**config.mk**
```make
export PLATFORM = sky130hd
export DESIGN_NAME = mips32_mem_arbiter
export DESIGN_NICKNAME = d
export VERILOG_FILES = /design/src/rtl/mips32_mem_pkg.sv /design/src/rtl/arb_starve_ctr.sv /design/src/rtl/mips32_mem_arbiter.sv
export SDC_FILE = /design/constraint.sdc
export NUM_CORES = 1
export LEC_CHECK = 0
export CAP_MARGIN = 20
export CORE_MARGIN = 2
export CORE_UTILIZATION = 43
export DETAILED_ROUTE_END_ITERATION = 6
export PLACE_DENSITY = 0.83
export SYNTH_ARGS = -nofsm -noshare
export SYNTH_HDL_FRONTEND = slang
export SYNTH_SLANG_ARGS = --single-unit
```
**constraint.sdc**
```tcl
create_clock -name clk1 -period 2.1 [get_ports clk1]
set_input_delay 0.42 -clock clk1 [delete_from_list [all_inputs] [get_ports clk1]]
set_output_delay 0.42 -clock clk1 [all_outputs]
set_load 0.01 [all_outputs]
```
**src/rtl/mips32_mem_pkg.sv**
```systemverilog
// Shared definitions for the MIPS32 memory arbiter slice.
// Contents: default address/data widths, arbiter FSM state encoding and
// the owner encoding recorded for the access in flight.
package mips32_mem_pkg;

    localparam int ADDR_W_DEF = 10;
    localparam int DATA_W_DEF = 32;

    typedef enum logic [1:0] {
        IDLE   = 2'd0,
        ACCESS = 2'd1,
        RESP   = 2'd2
    } arb_state_e;

    typedef enum logic {
        OWN_IF = 1'b0,
        OWN_DM = 1'b1
    } arb_owner_e;

endpackage

```
**src/rtl/arb_starve_ctr.sv**
```systemverilog
// Saturating starvation counter for arbiters.
// Ports:
//   clk_i    - clock, rising edge
//   rst_ni   - asynchronous active-low reset
//   inc_i    - count one bypass of the starved requester (saturates at MAX)
//   clr_i    - clear the count (wins over inc_i)
//   at_max_o - count has reached MAX
module arb_starve_ctr #(
    parameter int WIDTH = 3,
    parameter int MAX   = 4
) (
    input  logic clk_i,
    input  logic rst_ni,
    input  logic inc_i,
    input  logic clr_i,
    output logic at_max_o
);

    localparam logic [WIDTH-1:0] MAX_V = WIDTH'(MAX);
    localparam logic [WIDTH-1:0] ONE_V = WIDTH'(1);

    logic [WIDTH-1:0] cnt_q;
    logic [WIDTH-1:0] cnt_d;

    // Next count: clear has priority, increment stops at MAX.
    always_comb begin
        cnt_d = cnt_q;
        if (clr_i) begin
            cnt_d = '0;
        end else if (inc_i && (cnt_q != MAX_V)) begin
            cnt_d = cnt_q + ONE_V;
        end else begin
            cnt_d = cnt_q;
        end
    end

    // Count register.
    always_ff @(posedge clk_i or negedge rst_ni) begin
        if (!rst_ni) begin
            cnt_q <= '0;
        end else begin
            cnt_q <= cnt_d;
        end
    end

    assign at_max_o = (cnt_q == MAX_V);

endmodule

```
**src/rtl/mips32_mem_arbiter.sv**
```systemverilog
// Arbiter sequencing the shared word memory between instruction fetch (IF)
// and the MEM-stage data port (DM). One transaction in flight at a time;
// data wins unless IF has been bypassed STARVE_MAX times in a row.
// Ports:
//   clk1, rst_n                      - clock / async active-low reset
//   halted                           - pipeline halted, masks if_req
//   if_req/if_addr                   - IF request (held until if_gnt)
//   if_gnt/if_rvalid/if_rdata        - IF grant pulse, data-valid pulse, data
//   dm_req/dm_we/dm_addr/dm_wdata    - data request (held until dm_gnt)
//   dm_gnt/dm_rvalid/dm_rdata        - data grant pulse, response pulse, data
//   mem_en/mem_we/mem_addr/mem_wdata - one-cycle memory strobe and payload
//   mem_rdata                        - read data, valid MEM_LAT after mem_en
//   busy                             - FSM not in IDLE
// All outputs come straight from flops.
module mips32_mem_arbiter
    import mips32_mem_pkg::*;
#(
    parameter int ADDR_W     = ADDR_W_DEF,
    parameter int DATA_W     = DATA_W_DEF,
    parameter int MEM_LAT    = 2,
    parameter int STARVE_MAX = 4
) (
    input  logic              clk1,
    input  logic              rst_n,
    input  logic              halted,
    input  logic              if_req,
    input  logic [ADDR_W-1:0] if_addr,
    output logic              if_gnt,
    output logic              if_rvalid,
    output logic [DATA_W-1:0] if_rdata,
    input  logic              dm_req,
    input  logic              dm_we,
    input  logic [ADDR_W-1:0] dm_addr,
    input  logic [DATA_W-1:0] dm_wdata,
    output logic              dm_gnt,
    output logic              dm_rvalid,
    output logic [DATA_W-1:0] dm_rdata,
    output logic              mem_en,
    output logic              mem_we,
    output logic [ADDR_W-1:0] mem_addr,
    output logic [DATA_W-1:0] mem_wdata,
    input  logic [DATA_W-1:0] mem_rdata,
    output logic              busy
);

    localparam logic [2:0] LAT_V = 3'(MEM_LAT);

    arb_state_e        state_q;
    arb_owner_e        owner_q;
    logic              we_q;
    logic [2:0]        lat_q;
    logic              if_gnt_q;
    logic              dm_gnt_q;
    logic              if_rvalid_q;
    logic              dm_rvalid_q;
    logic [DATA_W-1:0] if_rdata_q;
    logic [DATA_W-1:0] dm_rdata_q;
    logic              mem_en_q;
    logic              mem_we_q;
    logic [ADDR_W-1:0] mem_addr_q;
    logic [DATA_W-1:0] mem_wdata_q;
    logic              busy_q;

    logic              eff_if_s;
    logic              starve_max_s;
    logic              if_win_d;
    logic              dm_win_d;
    logic              starve_inc_s;
    logic              starve_clr_s;

    assign eff_if_s = if_req & ~halted;

    // Arbitration, evaluated only while IDLE.
    always_comb begin
        if_win_d = 1'b0;
        dm_win_d = 1'b0;
        if (state_q == IDLE) begin
            if (dm_req && eff_if_s && starve_max_s) begin
                if_win_d = 1'b1;
            end else if (dm_req) begin
                dm_win_d = 1'b1;
            end else if (eff_if_s) begin
                if_win_d = 1'b1;
            end else begin
                if_win_d = 1'b0;
                dm_win_d = 1'b0;
            end
        end else begin
            if_win_d = 1'b0;
            dm_win_d = 1'b0;
        end
    end

    // A DM grant bypasses IF only if IF was actually asking; any IDLE cycle
    // without a live IF request means IF is not being starved.
    assign starve_inc_s = dm_win_d & eff_if_s;
    assign starve_clr_s = if_win_d | ((state_q == IDLE) & ~eff_if_s);

    arb_starve_ctr #(
        .WIDTH (3),
        .MAX   (STARVE_MAX)
    ) u_starve (
        .clk_i    (clk1),
        .rst_ni   (rst_n),
        .inc_i    (starve_inc_s),
        .clr_i    (starve_clr_s),
        .at_max_o (starve_max_s)
    );

    // Arbiter FSM with all registered outputs.
    always_ff @(posedge clk1 or negedge rst_n) begin
        if (!rst_n) begin
            state_q     <= IDLE;
            owner_q     <= OWN_IF;
            we_q        <= 1'b0;
            lat_q       <= 3'd0;
            if_gnt_q    <= 1'b0;
            dm_gnt_q    <= 1'b0;
            if_rvalid_q <= 1'b0;
            dm_rvalid_q <= 1'b0;
            if_rdata_q  <= '0;
            dm_rdata_q  <= '0;
            mem_en_q    <= 1'b0;
            mem_we_q    <= 1'b0;
            mem_addr_q  <= '0;
            mem_wdata_q <= '0;
            busy_q      <= 1'b0;
        end else begin
            // Pulses default low; payload registers hold.
            if_gnt_q    <= 1'b0;
            dm_gnt_q    <= 1'b0;
            if_rvalid_q <= 1'b0;
            dm_rvalid_q <= 1'b0;
            mem_en_q    <= 1'b0;
            mem_we_q    <= 1'b0;
            case (state_q)
                IDLE: begin
                    if (dm_win_d) begin
                        state_q     <= ACCESS;
                        owner_q     <= OWN_DM;
                        we_q        <= dm_we;
                        lat_q       <= 3'd0;
                        dm_gnt_q    <= 1'b1;
                        mem_en_q    <= 1'b1;
                        mem_we_q    <= dm_we;
                        mem_addr_q  <= dm_addr;
                        mem_wdata_q <= dm_wdata;
                        busy_q      <= 1'b1;
                    end else if (if_win_d) begin
                        state_q     <= ACCESS;
                        owner_q     <= OWN_IF;
                        we_q        <= 1'b0;
                        lat_q       <= 3'd0;
                        if_gnt_q    <= 1'b1;
                        mem_en_q    <= 1'b1;
                        mem_we_q    <= 1'b0;
                        mem_addr_q  <= if_addr;
                        mem_wdata_q <= '0;
                        busy_q      <= 1'b1;
                    end else begin
                        state_q <= IDLE;
                        busy_q  <= 1'b0;
                    end
                end
                ACCESS: begin
                    // lat_q is 0 in the strobe cycle, so mem_rdata is valid
                    // when it reaches MEM_LAT.
                    if (lat_q == LAT_V) begin
                        state_q <= RESP;
                        if (owner_q == OWN_DM) begin
                            dm_rvalid_q <= 1'b1;
                            dm_rdata_q  <= we_q ? '0 : mem_rdata;
                        end else begin
                            if_rvalid_q <= 1'b1;
                            if_rdata_q  <= mem_rdata;
                        end
                    end else begin
                        lat_q <= lat_q + 3'd1;
                    end
                end
                RESP: begin
                    state_q <= IDLE;
                    busy_q  <= 1'b0;
                end
                default: begin
                    state_q <= IDLE;
                    busy_q  <= 1'b0;
                end
            endcase
        end
    end

    assign if_gnt    = if_gnt_q;
    assign dm_gnt    = dm_gnt_q;
    assign if_rvalid = if_rvalid_q;
    assign dm_rvalid = dm_rvalid_q;
    assign if_rdata  = if_rdata_q;
    assign dm_rdata  = dm_rdata_q;
    assign mem_en    = mem_en_q;
    assign mem_we    = mem_we_q;
    assign mem_addr  = mem_addr_q;
    assign mem_wdata = mem_wdata_q;
    assign busy      = busy_q;

endmodule
```
# ---- After elaboration in Yosys (flattened, before gate mapping)
# Index checks and enable logic that the tools add are counted.
dict set report classes {
  add_sub_neg 2
  n_eq_ne 7
  mux 41
  n_bitwise 7
  n_reduce_logical 11
}
# cell count
set op_table {}
lappend op_table {{$mux W32} 3}
lappend op_table {{$mux W1} 27}
lappend op_table {{$mux W10} 2}
lappend op_table {{$mux W3} 5}
lappend op_table {{$reduce_and A3 Y1} 3}
lappend op_table {{$add A3 B1 Y3 const B} 2}
lappend op_table {{$ne A3 B3 Y1 const B} 2}
lappend op_table {{$pmux W3 S2} 1}
lappend op_table {{$reduce_bool A2 Y1} 3}
lappend op_table {{$ne A2 B2 Y1 const B} 2}
lappend op_table {{$pmux W2 S2} 1}
lappend op_table {{$and A1 B1 Y1} 3}
lappend op_table {{$eq A3 B2 Y1 const B} 1}
lappend op_table {{$eq A3 B3 Y1 const B} 1}
lappend op_table {{$logic_and A1 B1 Y1} 3}
lappend op_table {{$not A1 Y1} 3}
lappend op_table {{$eq A2 B1 Y1 const B} 1}
lappend op_table {{$logic_not A2 Y1} 1}
lappend op_table {{$mux W2} 1}
lappend op_table {{$pmux W1 S2} 1}
lappend op_table {{$reduce_and A2 Y1} 1}
lappend op_table {{$or A1 B1 Y1} 1}
dict set report totals {
  register_bits 123
  inputBits 90
}

# ---- Longest topological paths before layout
# Gate-level depths: netlist of the first run.
dict set report depth {
  word_depth 10
  depth_mapped 8
  mapped_depth_nobuf 7
}

# ---- Cells and area by module
# A second synthesis of the first run with hierarchy kept.
dict set report unflattened {
  hier_cells 346
  area_unflattened_um2 5144.9
}
# module instances cells_each area_per_inst_um2 seq_area_each_um2
set by_module_without_submodules {}
lappend by_module_without_submodules {mips32_mem_arbiter 1 328 4947.2 3002.9}
lappend by_module_without_submodules {arb_starve_ctr 1 18 197.7 75.1}

# ---- Worst setup path after synthesis of the first run
# Ideal clock, no wire load.
dict set report synth_path {
  kind {flip-flop to flip-flop}
  from {register lat_q[0]}
  to {register if_rdata_q[10], in the netlist if_rdata[10]}
  arrival_time_ns 1.515
  setup_slack_ns 0.460
  path_stages_with_launch 8
  n_path_buf 2
  synth_period_minus_slack_ns 1.640
  cell_sequence {dfrtp_1 -> inv_1 -> ha_1 -> and4bb_4 -> nor2b_4 -> buf_6 -> buf_12 -> mux2_4}
}
dict set report synth_via {
  elab_chain_cells 2
}
# item line
set synth_rtl {}
lappend synth_rtl {{start: declaration} mips32_mem_arbiter.sv:51} ;# logic [2:0] lat_q;
lappend synth_rtl {{start signal: assignment} mips32_mem_arbiter.sv:178} ;# lat_q <= lat_q + 3'd1;
lappend synth_rtl {{$eq A3 B2 Y1} mips32_mem_arbiter.sv:168} ;# if (lat_q == LAT_V) begin
lappend synth_rtl {{$reduce_and A3 Y1 (no line)} --}
lappend synth_rtl {{end signal: assignment} mips32_mem_arbiter.sv:175} ;# if_rdata_q <= mem_rdata;
lappend synth_rtl {{end: declaration} mips32_mem_arbiter.sv:56} ;# logic [DATA_W-1:0] if_rdata_q;
# No other way between the ends.
# A chain may end at the register's enable or synchronous reset.

# ---- Worst setup path in the final report of the first run
dict set report layout_path {
  from {register lat_q[0]}
  to {register if_rdata_q[0], in the netlist if_rdata[0]}
}
# Same word-level chain as after synthesis.

==> results.py, run 1 <==
metrics = {
    "run_status": {
        "run_status": "finished clean",
    },
    "sta": {
        "finalCritPeriodShare_pct": 86.52,
        "period_minus_slack_ns": 1.817,
        "grt_setup_unrepaired": "no",
        "fin_skew_ns": 0.004780,
        "report.final.setup_viol": 0,
        "slew_viol_final": 0,
        "tightest_slew_ns": 0.9415,
        "maxClockFrequency_ghz": 0.5504,
        "fin_worst_setup_slack_ns": 0.2830,
        "tns_ns": 0,
        "hold_viol": 0,
        "finalHoldWorstSlack_ns": 0.1070,
        "slew-limit-headroom_pct": 37.23,
    },
    "global_route": {
        "grt_start_max_net_pins": 124,
        "grt_first_pass_wirelength_um": 21240,
        "initial_antenna_violation_count": 0,
        "gr-usage-all-layers_pct": 21.88,
        "grt_pass1_vias": 4112,
        "grt-ovfl-total": 0,
    },
    "routing": {
        "detailroute.via_count": 3817,
        "routed_wirelength_um": 13000,
        "drtPass1Iterations": 4,
        "routed_wire_length_per_instance_um": 17.18,
        "detail_route.iter0.violations": 157,
        "antenna_nets_post_route": 0,
        "remaining_drc_errors": 0,
        "drt-vias-per-instance": 5.042,
    },
    "setup_path": {
        "critical_path.max_fanout": 25,
        "crit_path_top_delay_cell": "sky130_fd_sc_hd__dfrtp_1",
        "timing.critical_path.arrival_ns": 2.11,
        "worstPathCellList": "inv_1 -> ha_1 -> and4bb_4 -> nor2b_4 -> buf_12 -> mux2_2",
        "crit_path_start_kind": "flip-flop",
        "worstSetupEndpointType": "flip-flop",
        "class_of_the_most_critical_setup_path": "flip-flop to flip-flop",
        "cp_slowest_stage_delay_ns": 0.41,
        "crit_required_ns": 2.39,
    },
    "yosys": {
        "synth_cells": 397,
        "postSynthAreaPerCell_um2": 12.47,
        "netlist-cell-type-count": 32,
        "synth_edf_count": 0,
        "ys.flop_type": "sky130_fd_sc_hd__dfrtp_1",
        "yosys_warnings": 0,
        "synth_async_sr_flop_share_pct": 100.0,
        "synth_nets": 491,
        "syn_area_mm2": 0.004950,
        "postSynthRegisterBits": 123,
        "ys_seq_area_share_pct": 62.18,
    },
    "run": {
        "timing.max_cap.violations": 0,
    },
    "placement": {
        "place_area_mm2": 0.007116,
        "gpl_congestion": 0.8113,
        "hpwl_um": 8850,
        "place_worst_setup_slack_ns": 0.1714,
        "port_buffer_cells": 202,
    },
    "clock_tree": {
        "post_cts.resized_instances": 0,
        "cts.repair_timing.setup_buffer_count": 0,
        "worst_skew_late_latency_ns": 0.41,
        "cts_tree": "built",
        "tritoncts_buffer_count": 17,
        "clk_pin_slew_ns": 0.05,
        "cts_buffer_depth": 2,
        "clock_sink_count": 123,
        "cts_hold_buffers": 0,
        "clock_tree.root_cell": "sky130_fd_sc_hd__clkbuf_16",
        "ctsHtreeMaxLevel": 4,
    },
    "floorplan": {
        "core_mm2": 0.01132,
        "placement_rows": 39,
        "die_h_um": 111.3,
        "initial_core_util_pct": 43.72,
        "die_width_um": 111.3,
        "die-area_mm2": 0.01239,
        "ioPinCount": 203,
    },
    "cells_and_area": {
        "design.final.nets": 695,
        "layout-drive-gt1-share_pct": 11.89,
        "postLayoutCellArea_mm2": 0.007742,
        "antenna-diode-count": 0,
        "syn2layout_area_growth_pct": 56.42,
    },
    "worst_hold_path": {
        "hold_path_class": "input pin to async pin",
    },
    "power_and_ir_drop": {
        "p_leak_nw": 3.438,
        "peakVddDrop_mv": 0.9385,
        "pwr_density_cell_mw_per_mm2": 1614,
    },
}
-- logic make-up after synthesis --
group	count (synthesis)	synth area share, %
compound gates	95	12.16
fa+ha+maj	4	1.011
buf+inv	33	4.019
flops	123	62.18
mux	33	9.682
simple gates	109	10.95
-- per-stage QoR --
| step | power, mW | std cells | util, % |
|---|---|---|---|
| detailed placement | 9.378 | 725 | 62.85 |
| floorplan | 6.509 | 397 | - |
| global route | 13.17 | 757 | 68.39 |
| finish | 12.49 | 757 | 68.39 |
| global placement | 9.193 | 725 | 62.85 |
| CTS | 12.63 | 757 | 68.39 |
-- synthesized netlist by cell type (2+ instances only) --
cell type	instances	area share [%]
sky130_fd_sc_hd__a21o_1	2	0.30
sky130_fd_sc_hd__nand2b_1	32	4.0
sky130_fd_sc_hd__o21ai_1	11	1.1
sky130_fd_sc_hd__nor2_1	10	0.76
sky130_fd_sc_hd__a21oi_1	22	2.2
sky130_fd_sc_hd__mux2_4	29	8.8
sky130_fd_sc_hd__nor2b_1	2	0.25
sky130_fd_sc_hd__clkbuf_1	8	0.61
sky130_fd_sc_hd__nand2_1	52	3.9
sky130_fd_sc_hd__mux2_2	3	0.68
sky130_fd_sc_hd__a22o_1	32	5.7
sky130_fd_sc_hd__nand3_1	4	0.40
sky130_fd_sc_hd__buf_2	12	1.2
sky130_fd_sc_hd__ha_1	4	1.0
sky130_fd_sc_hd__o21ai_0	27	2.7
sky130_fd_sc_hd__inv_1	7	0.53
sky130_fd_sc_hd__dfrtp_1	123	62
sky130_fd_sc_hd__buf_12	3	1.2
-- final cells by class --
type / count / area (µm²)
clock buffer: 24 / 461.7
multi-input combinational: 241 / 1687
clock inverter: 8 / 165.2
inverter: 8 / 30.03
fill: 805 / 3578
timing repair buffer: 210 / 2142
tap: 143 / 178.9
sequential: 123 / 3078
-- registers in the layout, indices dropped and copies added, names as in the netlist --
register and count:
dm_rdata 32, if_rdata 32, mem_wdata 32, mem_addr 10, lat_q 3, u_starve.cnt_q 3
state_q 2, busy 1, dm_gnt 1, dm_rvalid 1, if_gnt 1, if_rvalid 1
mem_en 1, mem_we 1, owner_q 1, we_q 1
-- power breakdown --
part           leakage [nW]  internal [mW]  switching, mW
Clock                 0.306           2.13           1.01
Combinational          1.63           3.07           2.06
Sequential             1.50           3.48          0.750
Total                  3.44           8.68           3.82
-- placed cells by master (no fill, tap or decap), types with 4 or more instances in the layout --
cell type                         netlist  layout
sky130_fd_sc_hd__buf_12                 3       5
sky130_fd_sc_hd__a22o_1                32      32
sky130_fd_sc_hd__nand2_1               52      51
sky130_fd_sc_hd__bufinv_16              0       5
sky130_fd_sc_hd__dfrtp_1              123     123
sky130_fd_sc_hd__ha_1                   4       4
sky130_fd_sc_hd__clkbuf_1               8       6
sky130_fd_sc_hd__mux2_4                29      29
sky130_fd_sc_hd__o21ai_1               11      10
sky130_fd_sc_hd__clkbuf_16              0      17
sky130_fd_sc_hd__nand3_1                4       4
sky130_fd_sc_hd__nor2_1                10      10
sky130_fd_sc_hd__o21ai_0               27      27
sky130_fd_sc_hd__nand2b_1              32      32
sky130_fd_sc_hd__a21oi_1               22      22
sky130_fd_sc_hd__inv_1                  7       7
sky130_fd_sc_hd__clkdlybuf4s50_1        0     201
sky130_fd_sc_hd__buf_4                  1       4
-- critical path: cells and delay by family, from the launching register on --
kind	cells	cell delay [ns]
and+or+nand+nor	2	0.43
DFF	1	0.41
muxes	1	0.37
buffers and inverters	2	0.29
adders and majority gates	1	0.17
-- per-layer routing --
layer | track usage [%] | part of all wire, % | up-vias
li1 | - | - | 1760
met1 | 25.95 | 41 | 1867
met5 | 0 | 0 | -
met4 | 7.819 | 1.8 | 0
met3 | 8.803 | 8.4 | 22
met2 | 36.14 | 49 | 168
-- worst paths after layout --
path / from / to / slack (ns) / depth (start not counted)
max: lat_q[0] / if_rdata[0] / 0.28 / 6
min: rst_n / dm_rdata[23] / 0.11 / 2
max reg2reg: lat_q[0] / if_rdata[0] / 0.28 / 6
min reg2reg: dm_rdata[3] / dm_rdata[3] / 0.48 / 2
max in group asynchronous: rst_n / if_rdata[10] / 1.51 / 2
min in group clk1: dm_rdata[3] / dm_rdata[3] / 0.48 / 2
(Power assumes the default switching activity.)
==> run 2, diff against run 1 <==
--- a/config.mk
+++ b/config.mk
@@ -6,7 +6,6 @@
 export NUM_CORES = 1
 export LEC_CHECK = 0
 export CAP_MARGIN = 20
-export CORE_MARGIN = 2
 export CORE_UTILIZATION = 43
 export DETAILED_ROUTE_END_ITERATION = 6
 export PLACE_DENSITY = 0.83
==> results.py, run 2 (synthesis gave the netlist of run 1 again) <==
metrics = {
    "placement": {
        "hpwl_um": 9214,
        "port_buffer_cells": 202,
        "gpl_congestion": 0.7746,
    },
    "power_and_ir_drop": {
        "power.switching_mw": 3.915,
        "seq_power_share_pct": 33.4,
        "total_power_mw": 12.51,
        "p_leak_nw": 3.455,
        "power_share_of_the_combinational_group_pct": 41.7,
        "netSwitchingFraction_pct": 31.31,
        "p_int_mw": 8.591,
        "peakVddDrop_mv": 0.9812,
        "clock_power_share_pct": 24.8,
        "pwr_density_cell_mw_per_mm2": 1606,
    },
    "floorplan": {
        "core_mm2": 0.01103,
        "die_width_um": 109.3,
        "ioPinCount": 203,
        "die-area_mm2": 0.01194,
        "initial_core_util_pct": 44.87,
        "placement_rows": 38,
        "die_h_um": 109.3,
    },
    "setup_path": {
        "crit_path_start_kind": "flip-flop",
        "crit_required_ns": 2.39,
        "crit_path_end": "dm_rdata[13]",
        "worstSetupStartpoint": "lat_q[0]",
        "r2r_setup_slack_ns": 0.31,
        "worstReg2RegEnd": "dm_rdata[13]",
        "class_of_the_most_critical_setup_path": "flip-flop to flip-flop",
        "worstSetupEndpointType": "flip-flop",
        "timing.reg2reg.worst_path_depth": 6,
        "timing.critical_path.arrival_ns": 2.08,
        "critical_path.max_fanout": 49,
        "r2r_start": "lat_q[0]",
    },
    "routing": {
        "remaining_drc_errors": 0,
        "detailroute.via_count": 3894,
        "drt-vias-per-instance": 5.144,
        "routed_wirelength_um": 13440,
        "detail_route.iter0.violations": 196,
        "antenna_nets_post_route": 0,
        "routed_wire_length_per_instance_um": 17.76,
        "drtPass1Iterations": 4,
    },
    "clock_tree": {
        "clock_sink_count": 123,
        "clk_pin_slew_ns": 0.06,
        "cts_tree": "built",
        "tritoncts_buffer_count": 17,
        "post_cts.resized_instances": 0,
        "cts_buffer_depth": 2,
        "clock_tree.root_cell": "sky130_fd_sc_hd__clkbuf_16",
        "cts.repair_timing.setup_buffer_count": 0,
        "cts_hold_buffers": 1,
        "worst_skew_late_latency_ns": 0.40,
        "ctsHtreeMaxLevel": 4,
    },
    "cells_and_area": {
        "antenna-diode-count": 0,
        "utilization_pct": 70.58,
        "most_frequent_standard_cell_in_the_layout_excluding_fill_and_tap_cells": "sky130_fd_sc_hd__clkdlybuf4s50_1",
        "layout-drive-gt1-share_pct": 12.97,
        "design.final.nets": 698,
        "mostFrequentLayoutCells": "sky130_fd_sc_hd__clkdlybuf4s50_1, sky130_fd_sc_hd__dfrtp_1, sky130_fd_sc_hd__nand2_1, sky130_fd_sc_hd__nand2b_1, sky130_fd_sc_hd__a22o_1",
        "syn2layout_area_growth_pct": 57.28,
    },
    "global_route": {
        "gr-usage-all-layers_pct": 23.07,
        "grt_start_max_net_pins": 50,
        "initial_antenna_violation_count": 0,
        "grt_first_pass_wirelength_um": 20470,
        "grt_pass1_vias": 3993,
        "grt-ovfl-total": 0,
    },
    "sta": {
        "maxClockFrequency_ghz": 0.5577,
        "report.final.setup_viol": 0,
        "tns_ns": 0,
        "fin_skew_ns": 0.006350,
        "slew-limit-headroom_pct": 66.18,
        "period_minus_slack_ns": 1.793,
        "finalCritPeriodShare_pct": 85.38,
        "slew_viol_final": 0,
        "hold_viol": 0,
        "tightest_slew_ns": 0.5073,
        "grt_setup_unrepaired": "no",
    },
    "run_status": {
        "run_status": "finished clean",
    },
    "worst_hold_path": {
        "hold_path_class": "flip-flop to flip-flop",
    },
    "run": {
        "timing.max_cap.violations": 0,
    },
}
run 2: final cells by class:
class | count | area (µm²)
Fill cell | 772 | 3246
Sequential cell | 123 | 3078
Timing Repair Buffer | 213 | 2180
Multi-Input combinational cell | 241 | 1687
Clock buffer | 19 | 442.9
Clock inverter | 13 | 192.7
Tap cell | 140 | 175.2
Inverter | 8 | 30.03
run 2: stage by stage:
step / worst slack, ns / hold slack, ns / std cells / area, µm²
after global routing: 0.1962 / 0.5021 / 757 / 7785
after floorplan: 0.4596 / 0.1244 / 397 / 4950
after detailed placement: 0.1502 / 0.4261 / 724 / 7139
after CTS: 0.2866 / 0.4855 / 757 / 7785
final: 0.3070 / 0.4802 / 757 / 7785
after global placement: 0.2022 / 0.4191 / 724 / 7139
run 2: power by group through the flow:
stage / Sequential, mW / Combinational [mW] / Clock (mW)
after global placement: 4.13 / 5.07 / 0
after detailed placement: 4.17 / 5.23 / 0
final: 4.18 / 5.22 / 3.10
after CTS: 4.19 / 5.27 / 3.16
after floorplan: 4.56 / 1.95 / 0
after global routing: 4.30 / 5.62 / 3.27
run 2: per-layer routing:
layer,part of all wire [%],track usage [%]
met2,49,38.41
met5,0,0
met1,40,27.84
met3,10,8.180
met4,1.7,7.810
run 2: worst min path at each step:
stage	start	to	cells past startpoint	slack [ns]
6_report	dm_rdata[9]	dm_rdata[9]	2	0.48
5_1_grt	dm_rdata[0]	dm_rdata[0]	2	0.50
4_1_cts	dm_rdata[9]	dm_rdata[9]	2	0.49
3_5_place_dp	rst_n	if_rdata[16]	1	0.43
3_3_place_gp	rst_n	if_rdata[22]	1	0.42
2_1_floorplan	rst_n	busy	0	0.12
run 2: worst max-delay path: stages (launching register included):
cell and delay (ns):
sky130_fd_sc_hd__dfrtp_1 0.40, sky130_fd_sc_hd__inv_1 0.07, sky130_fd_sc_hd__ha_1 0.17, sky130_fd_sc_hd__and4bb_4 0.26, sky130_fd_sc_hd__nand2_2 0.23, sky130_fd_sc_hd__buf_12 0.27, sky130_fd_sc_hd__o21ai_0 0.28
